--- src/rtl/uart_pkg.sv ---
// uart_pkg: definitions shared by the UART receive path.
//   DATA_BITS  : payload bits per frame (8N1)
//   rx_state_t : receiver FSM states
//   majority3  : 2-of-3 vote used to de-glitch each bit sample
`timescale 1ns/1ps
package uart_pkg;

   localparam int DATA_BITS = 8;

   typedef enum logic [2:0] {IDLE, START, DATA, STOP, BREAK} rx_state_t;

   function automatic logic majority3(input logic a, input logic b, input logic c);
      return (a & b) | (a & c) | (b & c);
   endfunction

endpackage

--- src/rtl/bit_sync.sv ---
// bit_sync: two-flop synchronizer for a single asynchronous input.
//   clk    in  : destination clock
//   rst_n  in  : asynchronous active-low reset
//   d      in  : asynchronous input
//   q      out : d resynchronized to clk (2-cycle latency)
// RST_VAL sets the value both flops take in reset, so a pin that idles
// high does not look like an edge when reset is released.
`timescale 1ns/1ps
module bit_sync #(
   parameter logic RST_VAL = 1'b1
) (
   input  logic clk,
   input  logic rst_n,
   input  logic d,
   output logic q
);

   logic meta;

   always_ff @(posedge clk or negedge rst_n) begin
      if (!rst_n) begin
         meta <= RST_VAL;
         q    <= RST_VAL;
      end else begin
         meta <= d;
         q    <= meta;
      end
   end

endmodule

--- src/rtl/uart_receive.sv ---
// uart_receive: 8N1 UART receiver with 3-sample majority voting.
//   CLKS_PER_BIT  : Clk cycles per bit (>= 8)
//   Clk           in  : clock, rising edge
//   reset         in  : asynchronous active-low reset
//   Serial        in  : asynchronous RX line, idles high
//   Data          out : last good byte, held until the next good frame
//   R_Done        out : one-cycle strobe, Data valid in the same cycle
//   Frame_Error   out : one-cycle strobe when the stop bit reads 0
//   Busy          out : high whenever the FSM is not in IDLE
`timescale 1ns/1ps
module uart_receive
   import uart_pkg::*;
#(
   parameter int CLKS_PER_BIT = 868
) (
   input  logic                 Clk,
   input  logic                 reset,
   input  logic                 Serial,
   output logic [DATA_BITS-1:0] Data,
   output logic                 R_Done,
   output logic                 Frame_Error,
   output logic                 Busy
);

   localparam int CW   = $clog2(CLKS_PER_BIT);
   localparam int HALF = CLKS_PER_BIT / 2;

   localparam logic [CW-1:0] SMP0 = CW'(HALF - 1);
   localparam logic [CW-1:0] SMP1 = CW'(HALF);
   localparam logic [CW-1:0] DEC  = CW'(HALF + 1);   // third sample + decision
   localparam logic [CW-1:0] LAST = CW'(CLKS_PER_BIT - 1);
   localparam logic [2:0]    LAST_BIT = 3'(DATA_BITS - 1);

   rx_state_t            state;
   logic [CW-1:0]        cnt;
   logic [2:0]           bit_idx;
   logic [DATA_BITS-1:0] shreg;
   logic [1:0]           smp;
   logic                 rx_s;
   logic                 vote;

   bit_sync #(.RST_VAL(1'b1)) u_sync (
      .clk   (Clk),
      .rst_n (reset),
      .d     (Serial),
      .q     (rx_s)
   );

   // Third sample is the live rx_s at the decision count.
   assign vote = majority3(smp[0], smp[1], rx_s);
   assign Busy = (state != IDLE);

   always_ff @(posedge Clk or negedge reset) begin
      if (!reset) begin
         state       <= IDLE;
         cnt         <= '0;
         bit_idx     <= '0;
         shreg       <= '0;
         smp         <= '0;
         Data        <= '0;
         R_Done      <= 1'b0;
         Frame_Error <= 1'b0;
      end else begin
         R_Done      <= 1'b0;
         Frame_Error <= 1'b0;

         // Bit timer and early samples run only while inside a frame.
         if (state == START || state == DATA || state == STOP) begin
            cnt <= (cnt == LAST) ? '0 : cnt + 1'b1;
            if (cnt == SMP0) smp[0] <= rx_s;
            if (cnt == SMP1) smp[1] <= rx_s;
         end

         case (state)
            IDLE: begin
               cnt <= '0;
               // The detecting cycle counts as cycle 0 of the start bit.
               if (!rx_s) begin
                  state <= START;
                  cnt   <= CW'(1);
               end
            end
            START: begin
               if (cnt == DEC && vote) begin
                  // Start bit did not hold low: glitch, drop back quietly.
                  state <= IDLE;
                  cnt   <= '0;
               end else if (cnt == LAST) begin
                  state   <= DATA;
                  bit_idx <= '0;
               end
            end
            DATA: begin
               if (cnt == DEC)
                  shreg <= {vote, shreg[DATA_BITS-1:1]};
               if (cnt == LAST) begin
                  if (bit_idx == LAST_BIT)
                     state <= STOP;
                  else
                     bit_idx <= bit_idx + 1'b1;
               end
            end
            STOP: begin
               if (cnt == DEC) begin
                  cnt <= '0;
                  if (vote) begin
                     // Leave mid stop bit so a back-to-back start edge is caught.
                     Data   <= shreg;
                     R_Done <= 1'b1;
                     state  <= IDLE;
                  end else begin
                     Frame_Error <= 1'b1;
                     state       <= BREAK;
                  end
               end
            end
            BREAK: begin
               // Hold here for the whole low period so a break reports once.
               cnt <= '0;
               if (rx_s) state <= IDLE;
            end
            default: begin
               state <= IDLE;
               cnt   <= '0;
            end
         endcase
      end
   end

endmodule
--- config.mk ---
export PLATFORM = sky130hd
export DESIGN_NAME = uart_receive
export DESIGN_NICKNAME = d
export VERILOG_FILES = /design/src/rtl/uart_pkg.sv /design/src/rtl/bit_sync.sv /design/src/rtl/uart_receive.sv
export SDC_FILE = /design/constraint.sdc
export NUM_CORES = 1
export LEC_CHECK = 0
export ABC_AREA = 1
export CAP_MARGIN = 20
export CELL_PAD_IN_SITES_DETAIL_PLACEMENT = 2
export CELL_PAD_IN_SITES_GLOBAL_PLACEMENT = 2
export CORE_ASPECT_RATIO = 2
export CORE_UTILIZATION = 35
export DETAILED_ROUTE_END_ITERATION = 7
export PLACE_DENSITY = 0.78
export SETUP_SLACK_MARGIN = 0.02
export SLEW_MARGIN = 20
export SYNTH_ARGS = -nofsm -noshare
export SYNTH_HDL_FRONTEND = slang
export SYNTH_SLANG_ARGS = --single-unit
export TNS_END_PERCENT = 5
--- constraint.sdc ---
create_clock -name Clk -period 1.9 [get_ports Clk]
set_clock_uncertainty 0.15 [all_clocks]
set_input_delay 0.475 -clock Clk [delete_from_list [all_inputs] [get_ports Clk]]
set_output_delay 0.475 -clock Clk [all_outputs]
set_load 0.01 [all_outputs]
# Yosys cells after proc, flatten, opt, wreduce, memory -nomap -nowiden
# Index checks and enable logic that the tools add are counted.
# W data, S select, Z words.
# totals
regBits	38
latch_bits	0
ram_bits	0
rom_bits	0
in_bits	3
n_memories	0
# classes
addsub	2
mul	0
div	0
order_cmp	0
eq_ne	18
shifts	0
muxes	26
bitwise_logic	5
n_reduce_logical	12
# ops
op	n
$mux W10	4
$pmux W10 S4	1
$mux W3	12
$eq A10 B9 Y1 const B	3
$pmux W3 S5	1
$add A10 B1 Y10 const B	1
$eq A10 B10 Y1 const B	1
$ne A2 B1 Y1 const B	5
$mux W1	7
$eq A3 B2 Y1 const B	2
$eq A3 B3 Y1 const B	2
$ne A2 B2 Y1 const B	3
$pmux W3 S2	1
$reduce_and A2 Y1	3
$reduce_and A6 Y1	1
$reduce_and A5 Y1	1
$add A3 B1 Y3 const B	1
$and A1 B1 Y1	3
$eq A3 B1 Y1 const B	1
$logic_not A3 Y1	1
$ne A3 B1 Y1 const B	1
$reduce_and A3 Y1	1
$reduce_bool A3 Y1	1
$logic_or A1 B1 Y1	2
other kinds (3)	4

# Logic depth before layout (Yosys ltp)
# Gate-level depths: netlist (run 1).
# depth
word_depth	6
depth_mapped	9

# By module
# From an unflattened synthesis (run 1), not the netlist that was laid out.
# hier_totals
cells_unflattened	232
hier_area_um2	2043.2
# modules_own_cells
module	instances	cells_each	area_each_um2	seq_area_each_um2
uart_receive	1	230	1990.7	900.9
bit_sync	1	2	52.6	52.6

# Least setup slack after synthesis (run 1)
# OpenSTA, ideal clock, no wires.
# synth_timing
kind	reg2reg
startpoint	register cnt[0]
endpoint	register Data[1]
setup_ps	118
arrival_ps	1328
t_required_ps	1632
path_slack_ps	305
stages_incl_launch_ff	10
n_path_buf	1
period_less_slack_ps	1595
path_cell_list	dfrtp_1 -> ha_1 -> inv_1 -> nor2_1 -> nand2_1 -> nor2_4 -> nand3_2 -> buf_6 -> nand2_1 -> o21ai_2
# synth_between
elab_chain_len	2
# synth_rtl
element	line_no	source
start: declaration	uart_receive.sv:35	logic [CW-1:0] cnt;
start signal: assignment	uart_receive.sv:69	cnt <= (cnt == LAST) ? '0 : cnt + 1'b1;
$eq A10 B9 Y1	uart_receive.sv:104	if (cnt == DEC) begin
$reduce_and A3 Y1 (no line)	-	
end signal: assignment	uart_receive.sv:108	Data <= shreg;
end: declaration	uart_receive.sv:19	output logic [DATA_BITS-1:0] Data,
# Every way passes these cells.
# A chain may end at the register's enable or synchronous reset.

# Worst setup path after layout (run 1)
# layout_timing
startpoint	register cnt[1]
endpoint	register Data[1]
# Same word-level chain as after synthesis.

==> results.ini, run 1 <==
[floorplanning]
die_w_um = 55.0
die_area_mm2 = 0.00595
floorplan.io_pins = 14
rows = 38
start_util_pct = 36.3
die_height_um = 108
core_mm2 = 0.00542

[setup_path]
rrSetupSlack_ns = 0.004
crit_path_cell_trace = ha_1 -> inv_1 -> nor2_2 -> nand2_1 -> nor2_4 -> nand3_2 -> buf_4 -> nand2_1 -> o21ai_2
cp_top_family = simple AND/OR/NAND/NOR gates
cp.depth = 9
r2r_cells = 9
critPathMostFrequentCell = sky130_fd_sc_hd__nand2_1
cp.buffers_inverters = 2
r2r-end = Data[1]$_DFFE_PN0P_
worstSetupStartpointType = flip-flop
setup.worst_path.start = cnt[1]$_DFF_PN0_
worstPathArrival_ns = 1.93
timing.critical_path.to = Data[1]$_DFFE_PN0P_
critPathCaptureType = flip-flop
critical_path_class = flip-flop to flip-flop
cpMaxStageDelayCell = sky130_fd_sc_hd__dfrtp_1
worstPathRequired_ns = 1.94
max_stage_delay_ns = 0.40
rr_startpoint = cnt[1]$_DFF_PN0_
critical_path.max_fanout = 15

[layout]
utilization_pct = 44.5
area_growth_pct = 22.6
final_layout_size_suffix_gt1_share_pct = 21.8
finish.net_count = 273
layout.cells.most_common_list = 62 x sky130_fd_sc_hd__nand2_1, 35 x sky130_fd_sc_hd__dfrtp_1, 27 x sky130_fd_sc_hd__inv_1
final_design_area_excluding_fillers_mm2 = 0.00241
antenna_cells = 0
layout.cells.most_common = sky130_fd_sc_hd__nand2_1

[grt]
track_usage_pct = 21.4
first_global_vias = 1901
wire_length_of_the_first_global_routing_pass_um = 9020
overflow = 0
grt_start_max_net_pins = 39
global_routing_usage_on_met3_pct = 4.36
met1_usage_pct = 21.9
met2_usage_pct = 39.7
globalRoute.busiestLayer = met2
grt_antenna_before_repair = 0

[logic_synthesis]
mappedNetlistNets = 239
synth_edf_count = 0
synth_area_leaders = sky130_fd_sc_hd__dfrtp_1 46%, sky130_fd_sc_hd__nand2_1 12%, sky130_fd_sc_hd__inv_1 5.1%
synth.cell_area_mm2 = 0.00197
synth.ff_latch_count = 38
async_set_or_reset_flop_fraction_in_the_synthesized_netlist_pct = 100
syn-mean-instance-area_um2 = 8.52
postSynthCellCount = 231
synth-warning-count = 0
synth_largest_area_cell = sky130_fd_sc_hd__dfrtp_1
yosys_most_used_dff = sky130_fd_sc_hd__dfrtp_1
synth-seq-area-share_pct = 48.4
synth.top_cell.area_share_pct = 45.8
ys_types = 29

[pwr]
power.density_cell_area_mw_per_mm2 = 635
share_seq_of_total_power_pct = 53.2
power.share.combinational_pct = 1.8
power.ir.vdd_worst_v = 0.000575
power.switching_mw = 0.318
leakage_nw = 1.09
cell_internal_pwr_mw = 1.21
p_sw_share_pct = 20.8
clockPowerShare_pct = 45.0

[timing]
final-hold-violation-count = 0
fmaxAchievable_mhz = 527
rsz0062_at_grt = true
slew_viol_final = 0
final_critical_path_share_of_the_clock_period_pct = 99.8
finalSetupViolCount = 0
layout_min_cycle_time_ns = 1.90
timing.slew.headroom_pct = 78.2
holdWs_ns = 0.225
worstMarginPinSlew_ns = 0.323

[route]
route.detailed.vias_per_inst = 5.11
drt_drc_violations_left = 0
via_count = 1665
wl_per_cell_um = 17.1
drt_pre_antenna_iters = 4
initialDrtViolationCount = 23
drt.antenna.violating_nets = 0
drt_wl_total_um = 5590

[clock_network]
clock_sinks = 38
worst_skew_pair.late_latency_ns = 0.30
path_clk_slew_ns = 0.07
h_tree_depth = 2
tritoncts = yes
cts.root.buffer_cell = sky130_fd_sc_hd__clkbuf_8
cts_made_buffers = 5
cts.path.max_buffers = 2

[job]
drv_cap = 0

[worst_hold_path]
min-delay-path-class = flip-flop to flip-flop

[placed_design]
hpwlAfterDp_um = 4160
numPortBuffers = 13
replace_congestion = 0.811
dpl-instance-area_mm2 = 0.00223

[status]
outcome = finished, final reports clean

## repair_timing
action	CTS	global route
endpoints found under the setup margin	1	26
pin swaps	0	2
setup buffers	0	6
hold endpoints to repair	25	0
hold buffers	1	0
resized for setup	1	4
## cell families after synthesis
group	synth area share, %
adder cells (fa/ha/maj)	3.18
flip-flops	48.4
AND/OR/NAND/NOR	29.8
XOR/XNOR	2.22
AO/OA/AOI/OAI	9.41
buffers and inverters	6.99
## state kept, by name, summed over array words and instances (netlist names)
signal,cells
Data,8
Frame_Error,1
R_Done,1
bit_idx,3
cnt,10
shreg,8
smp,2
state,3
u_sync.meta,1
u_sync.q,1
## power by group through the flow
stage	Clock (mW)	Combinational (mW)	Sequential [mW]
floorplan	0	0.00113	0.829
global placement	0	0.0268	0.830
detailed placement	0	0.0273	0.830
CTS	0.708	0.0292	0.814
global route	0.738	0.0322	0.814
finish	0.690	0.0274	0.814
## cells in the mapped netlist, types with 2 or more instances
library cell              count
sky130_fd_sc_hd__nand2_2      3
sky130_fd_sc_hd__nand4_1      7
sky130_fd_sc_hd__nand3_1     11
sky130_fd_sc_hd__o21ai_1     12
sky130_fd_sc_hd__nor2_4       3
sky130_fd_sc_hd__a21oi_2      2
sky130_fd_sc_hd__o21ai_0      5
sky130_fd_sc_hd__nor4_1       2
sky130_fd_sc_hd__nor3_1       5
sky130_fd_sc_hd__nor2_1      13
sky130_fd_sc_hd__nand2_1     62
sky130_fd_sc_hd__dfrtp_1     36
sky130_fd_sc_hd__inv_1       27
sky130_fd_sc_hd__nor2_2       8
sky130_fd_sc_hd__a21oi_1      3
sky130_fd_sc_hd__o21ai_2      7
sky130_fd_sc_hd__ha_1         5
sky130_fd_sc_hd__dfstp_2      2
sky130_fd_sc_hd__xor2_1       5
sky130_fd_sc_hd__nand3_2      2
sky130_fd_sc_hd__inv_2        3
## area by class of cell
type,count,area (um2)
Clock buffer,7,76.3
Clock inverter,1,30.0
Fill cell,640,3010
Inverter,31,119
Multi-Input combinational cell,160,885
Sequential cell,38,955
Tap cell,60,75.1
Timing Repair Buffer,29,273
## how the worst min path moves through the flow
stage	start	to	slack, ns	depth (start not counted)
after floorplan	reset	Data[0]$_DFFE_PN0P_	0.03	0
after global placement	u_sync.meta$_DFF_PN1_	u_sync.q$_DFF_PN1_	0.21	0
after detailed placement	u_sync.meta$_DFF_PN1_	u_sync.q$_DFF_PN1_	0.21	0
after CTS	u_sync.meta$_DFF_PN1_	u_sync.q$_DFF_PN1_	0.23	0
after global routing	u_sync.meta$_DFF_PN1_	u_sync.q$_DFF_PN1_	0.23	0
final	u_sync.meta$_DFF_PN1_	u_sync.q$_DFF_PN1_	0.23	0
## per-layer routing
layer	vias up	share of wire (%)	routed length [um]
li1	809	-	-
met1	825	37	2090
met2	21	58	3250
met3	10	2.4	133
met4	0	2.0	110
met5	-	0	0
## per-stage QoR
step | setup slack (ns) | TNS (ns) | std cells | total power, mW
2_1_floorplan | 0.305 | 0 | 231 | 0.830
3_3_place_gp | 0.199 | 0 | 311 | 0.857
3_5_place_dp | 0.119 | 0 | 311 | 0.858
4_1_cts | 0.0540 | 0 | 320 | 1.55
5_1_grt | -0.115 | -1.93 | 326 | 1.58
6_report | 0.00380 | 0 | 326 | 1.53
(Power assumes the default switching activity.)
==> inputs of run 2 (changes only) <==
Settings changed: CAP_MARGIN 20 to 5.
==> results of run 2 <==
No change in the layout: final DEF, timing and power equal those of run 1.
==> inputs of run 3 (changes only) <==
Settings changed: CORE_UTILIZATION 35 to 32, PLACE_DENSITY 0.78 to 0.76.
Clock period 1.9 ns to 1.6 ns, I/O delays scaled along.
==> run 3 against run 2 <==
The run now ends with negative setup slack left. Count of clock-buffer cells in the layout is 1 lower. Worst hold slack lost 0.019 ns. Sequential power increased by 19%. First-iteration DRC count rose by 17%. Critical path depth did not move. Wire length rose by 16%. Non-clock buffer count is 24 higher. Flip-flop and latch count unchanged. Register-to-register slack got worse by 0.10 ns.
==> results.ini, run 3 (synthesis gave the netlist of run 1 again) <==
[layout]
registers_with_the_most_flip_flops = cnt: 10 flops, Data: 8 flops, shreg: 8 flops  ; unchanged
multi_input_area_mm2 = 0.00104  ; was 885 um2
final_layout_size_suffix_gt1_share_pct = 39.2  ; was 21.8%
final_design_area_excluding_fillers_mm2 = 0.00283  ; was 0.00241 mm2
layout.cells.most_common = sky130_fd_sc_hd__nand2_1  ; unchanged
fillers = 648  ; was 640
finish.net_count = 298  ; was 273
largest_reg_flops = 10  ; unchanged
largest-register = cnt  ; unchanged
fin_cells = 354  ; was 326
utilization_pct = 47.6  ; was 44.5%
ff_latch_area_um2 = 955  ; unchanged
layout.cells.most_common_list = 48 x sky130_fd_sc_hd__nand2_1, 37 x sky130_fd_sc_hd__buf_4, 35 x sky130_fd_sc_hd__dfrtp_1  ; was 62 x sky130_fd_sc_hd__nand2_1, 35 x sky130_fd_sc_hd__dfrtp_1, 27 x sky130_fd_sc_hd__inv_1
antenna_cells = 0  ; unchanged
area_growth_pct = 43.9  ; was 22.6%

[route]
wl_per_cell_um = 18.3  ; was 17.1 um
initialDrtViolationCount = 27  ; was 23
drt.antenna.violating_nets = 0  ; unchanged
route.detailed.vias_per_inst = 5.04  ; was 5.11
drt_pre_antenna_iters = 4  ; unchanged
drt_drc_violations_left = 0  ; unchanged
via_count = 1783  ; was 1665
drt_wl_total_um = 6470  ; was 5590 um

[floorplanning]
die_area_mm2 = 0.00649  ; was 0.00595 mm2
start_util_pct = 33.0  ; was 36.3%
die_w_um = 57.5  ; was 55.0 um
rows = 40  ; was 38
core_mm2 = 0.00596  ; was 0.00542 mm2
die_height_um = 113  ; was 108 um
floorplan.io_pins = 14  ; unchanged

[timing]
setup_ws_ns = -0.0994  ; was 0.00380 ns
rsz0062_at_grt = true  ; unchanged
fmaxAchievable_mhz = 588  ; was 527 MHz
slew_viol_final = 0  ; unchanged
final_critical_path_share_of_the_clock_period_pct = 106  ; was 99.8%
worstMarginPinSlew_ns = 0.357  ; was 0.323 ns
final-hold-violation-count = 0  ; unchanged
final.setup.tns_ns = -1.05  ; was 0 ns
holdWs_ns = 0.207  ; was 0.225 ns
layout_min_cycle_time_ns = 1.70  ; was 1.90 ns
timing.slew.headroom_pct = 76.0  ; was 78.2%
finalSetupViolCount = 23  ; was 0

[grt]
track_usage_pct = 22.2  ; was 21.4%
grt_start_max_net_pins = 39  ; unchanged
grt_antenna_before_repair = 0  ; unchanged
overflow = 0  ; unchanged
first_global_vias = 2084  ; was 1901
wire_length_of_the_first_global_routing_pass_um = 10500  ; was 9020 um

[placed_design]
hpwlAfterDp_um = 4650  ; was 4160 um
placed_cells = 341  ; was 311
dpl-instance-area_mm2 = 0.00244  ; was 0.00223 mm2
numPortBuffers = 13  ; unchanged
place_ws_ns = -0.169  ; was 0.119 ns
replace_congestion = 0.826  ; was 0.811

[clock_network]
path_clk_slew_ns = 0.06  ; was 0.07 ns
h_tree_depth = 2  ; unchanged
cts_made_buffers = 5  ; unchanged
cts.root.buffer_cell = sky130_fd_sc_hd__clkbuf_16  ; was sky130_fd_sc_hd__clkbuf_8
clock_sinks = 38  ; unchanged
tritoncts = yes  ; unchanged
worst_skew_pair.late_latency_ns = 0.29  ; was 0.30 ns
cts.path.max_buffers = 2  ; unchanged

[setup_path]
critPathCaptureType = flip-flop  ; unchanged
cp.buffers_inverters = 2  ; unchanged
worstPathRequired_ns = 1.62  ; was 1.94 ns
max_stage_delay_ns = 0.43  ; was 0.40 ns
worstPathArrival_ns = 1.72  ; was 1.93 ns
cp_top_family = simple AND/OR/NAND/NOR gates  ; unchanged
crit_path_cell_trace = inv_2 -> nand2_2 -> nor2_4 -> nand2_2 -> nor2_4 -> buf_12 -> nand3_4 -> nand2_2 -> o21ai_2  ; was ha_1 -> inv_1 -> nor2_2 -> nand2_1 -> nor2_4 -> nand3_2 -> buf_4 -> nand2_1 -> o21ai_2
critical_path_class = flip-flop to flip-flop  ; unchanged
critPathMostFrequentCell = sky130_fd_sc_hd__nand2_2  ; was sky130_fd_sc_hd__nand2_1
worstSetupStartpointType = flip-flop  ; unchanged
cpMaxStageDelayCell = sky130_fd_sc_hd__dfrtp_2  ; was sky130_fd_sc_hd__dfrtp_1
critical_path.max_fanout = 8  ; was 15

[pwr]
post-layout-total-power_mw = 2.35  ; was 1.53 mW
clockPowerShare_pct = 57.4  ; was 45.0%
leakage_nw = 1.30  ; was 1.09 nW
power.ir.vdd_worst_v = 0.000805  ; was 0.000575 V
power.density_cell_area_mw_per_mm2 = 830  ; was 635 mW/mm2
share_seq_of_total_power_pct = 41.1  ; was 53.2%
p_sw_share_pct = 18.6  ; was 20.8%
power.switching_mw = 0.438  ; was 0.318 mW
cell_internal_pwr_mw = 1.91  ; was 1.21 mW
power.share.combinational_pct = 1.5  ; was 1.8%

[worst_hold_path]
min-delay-path-class = flip-flop to flip-flop  ; unchanged

[status]
failed_checks = negative setup slack
outcome = finished with violations  ; was finished, final reports clean

[job]
drv_cap = 0  ; unchanged

run 3: timing repair:
item,in CTS,in global routing
endpoints found under the hold margin,36,0
buffers inserted,1,2
pin swaps,10,11
setup endpoints to repair,43,35
hold buffers,1,0
resized for setup,44,15
cloned,1,0
run 3: power by group through the flow:
stage                     combinational [mW]  sequential, mW  clock [mW]
after CTS                             0.0375           0.967        1.38
after global routing                  0.0403           0.967        1.40
after global placement                0.0344           0.984           0
after detailed placement              0.0356           0.984           0
after floorplan                      0.00134           0.985           0
final                                 0.0351           0.967        1.35
run 3: worst paths after layout:
path / start / to / slack, ns / depth (start not counted)
min in group asynchronous: reset / cnt[6]$_DFF_PN0_ / 0.45 / 3
worst max-delay path: cnt[6]$_DFF_PN0_ / Data[7]$_DFFE_PN0P_ / -0.1 / 9
max in group asynchronous: reset / u_sync.q$_DFF_PN1_ / 0.58 / 3
worst min register to register: u_sync.meta$_DFF_PN1_ / u_sync.q$_DFF_PN1_ / 0.21 / 0
worst min-delay path: u_sync.meta$_DFF_PN1_ / u_sync.q$_DFF_PN1_ / 0.21 / 0
worst max register to register: cnt[6]$_DFF_PN0_ / Data[7]$_DFFE_PN0P_ / -0.1 / 9
run 3: metal layers:
metal / global-route usage, % / up-vias / wire length, um / share of wire (%)
met3: 3.77 / 9 / 107 / 1.7
li1: - / 854 / - / -
met1: 20.6 / 901 / 2180 / 34
met4: 10.2 / 0 / 179 / 2.8
met5: 0 / - / 0 / 0
met2: 44.2 / 19 / 4000 / 62
run 3: cell type report:
class / count / share of cell area [%]
clock buffers: 6 / 4.90
multi-input cells: 161 / 36.8
clock inverters: 2 / 2.12
well taps: 63 / 2.78
flip-flops and latches: 38 / 33.7
inverters: 31 / 4.28
repair buffers: 53 / 15.4
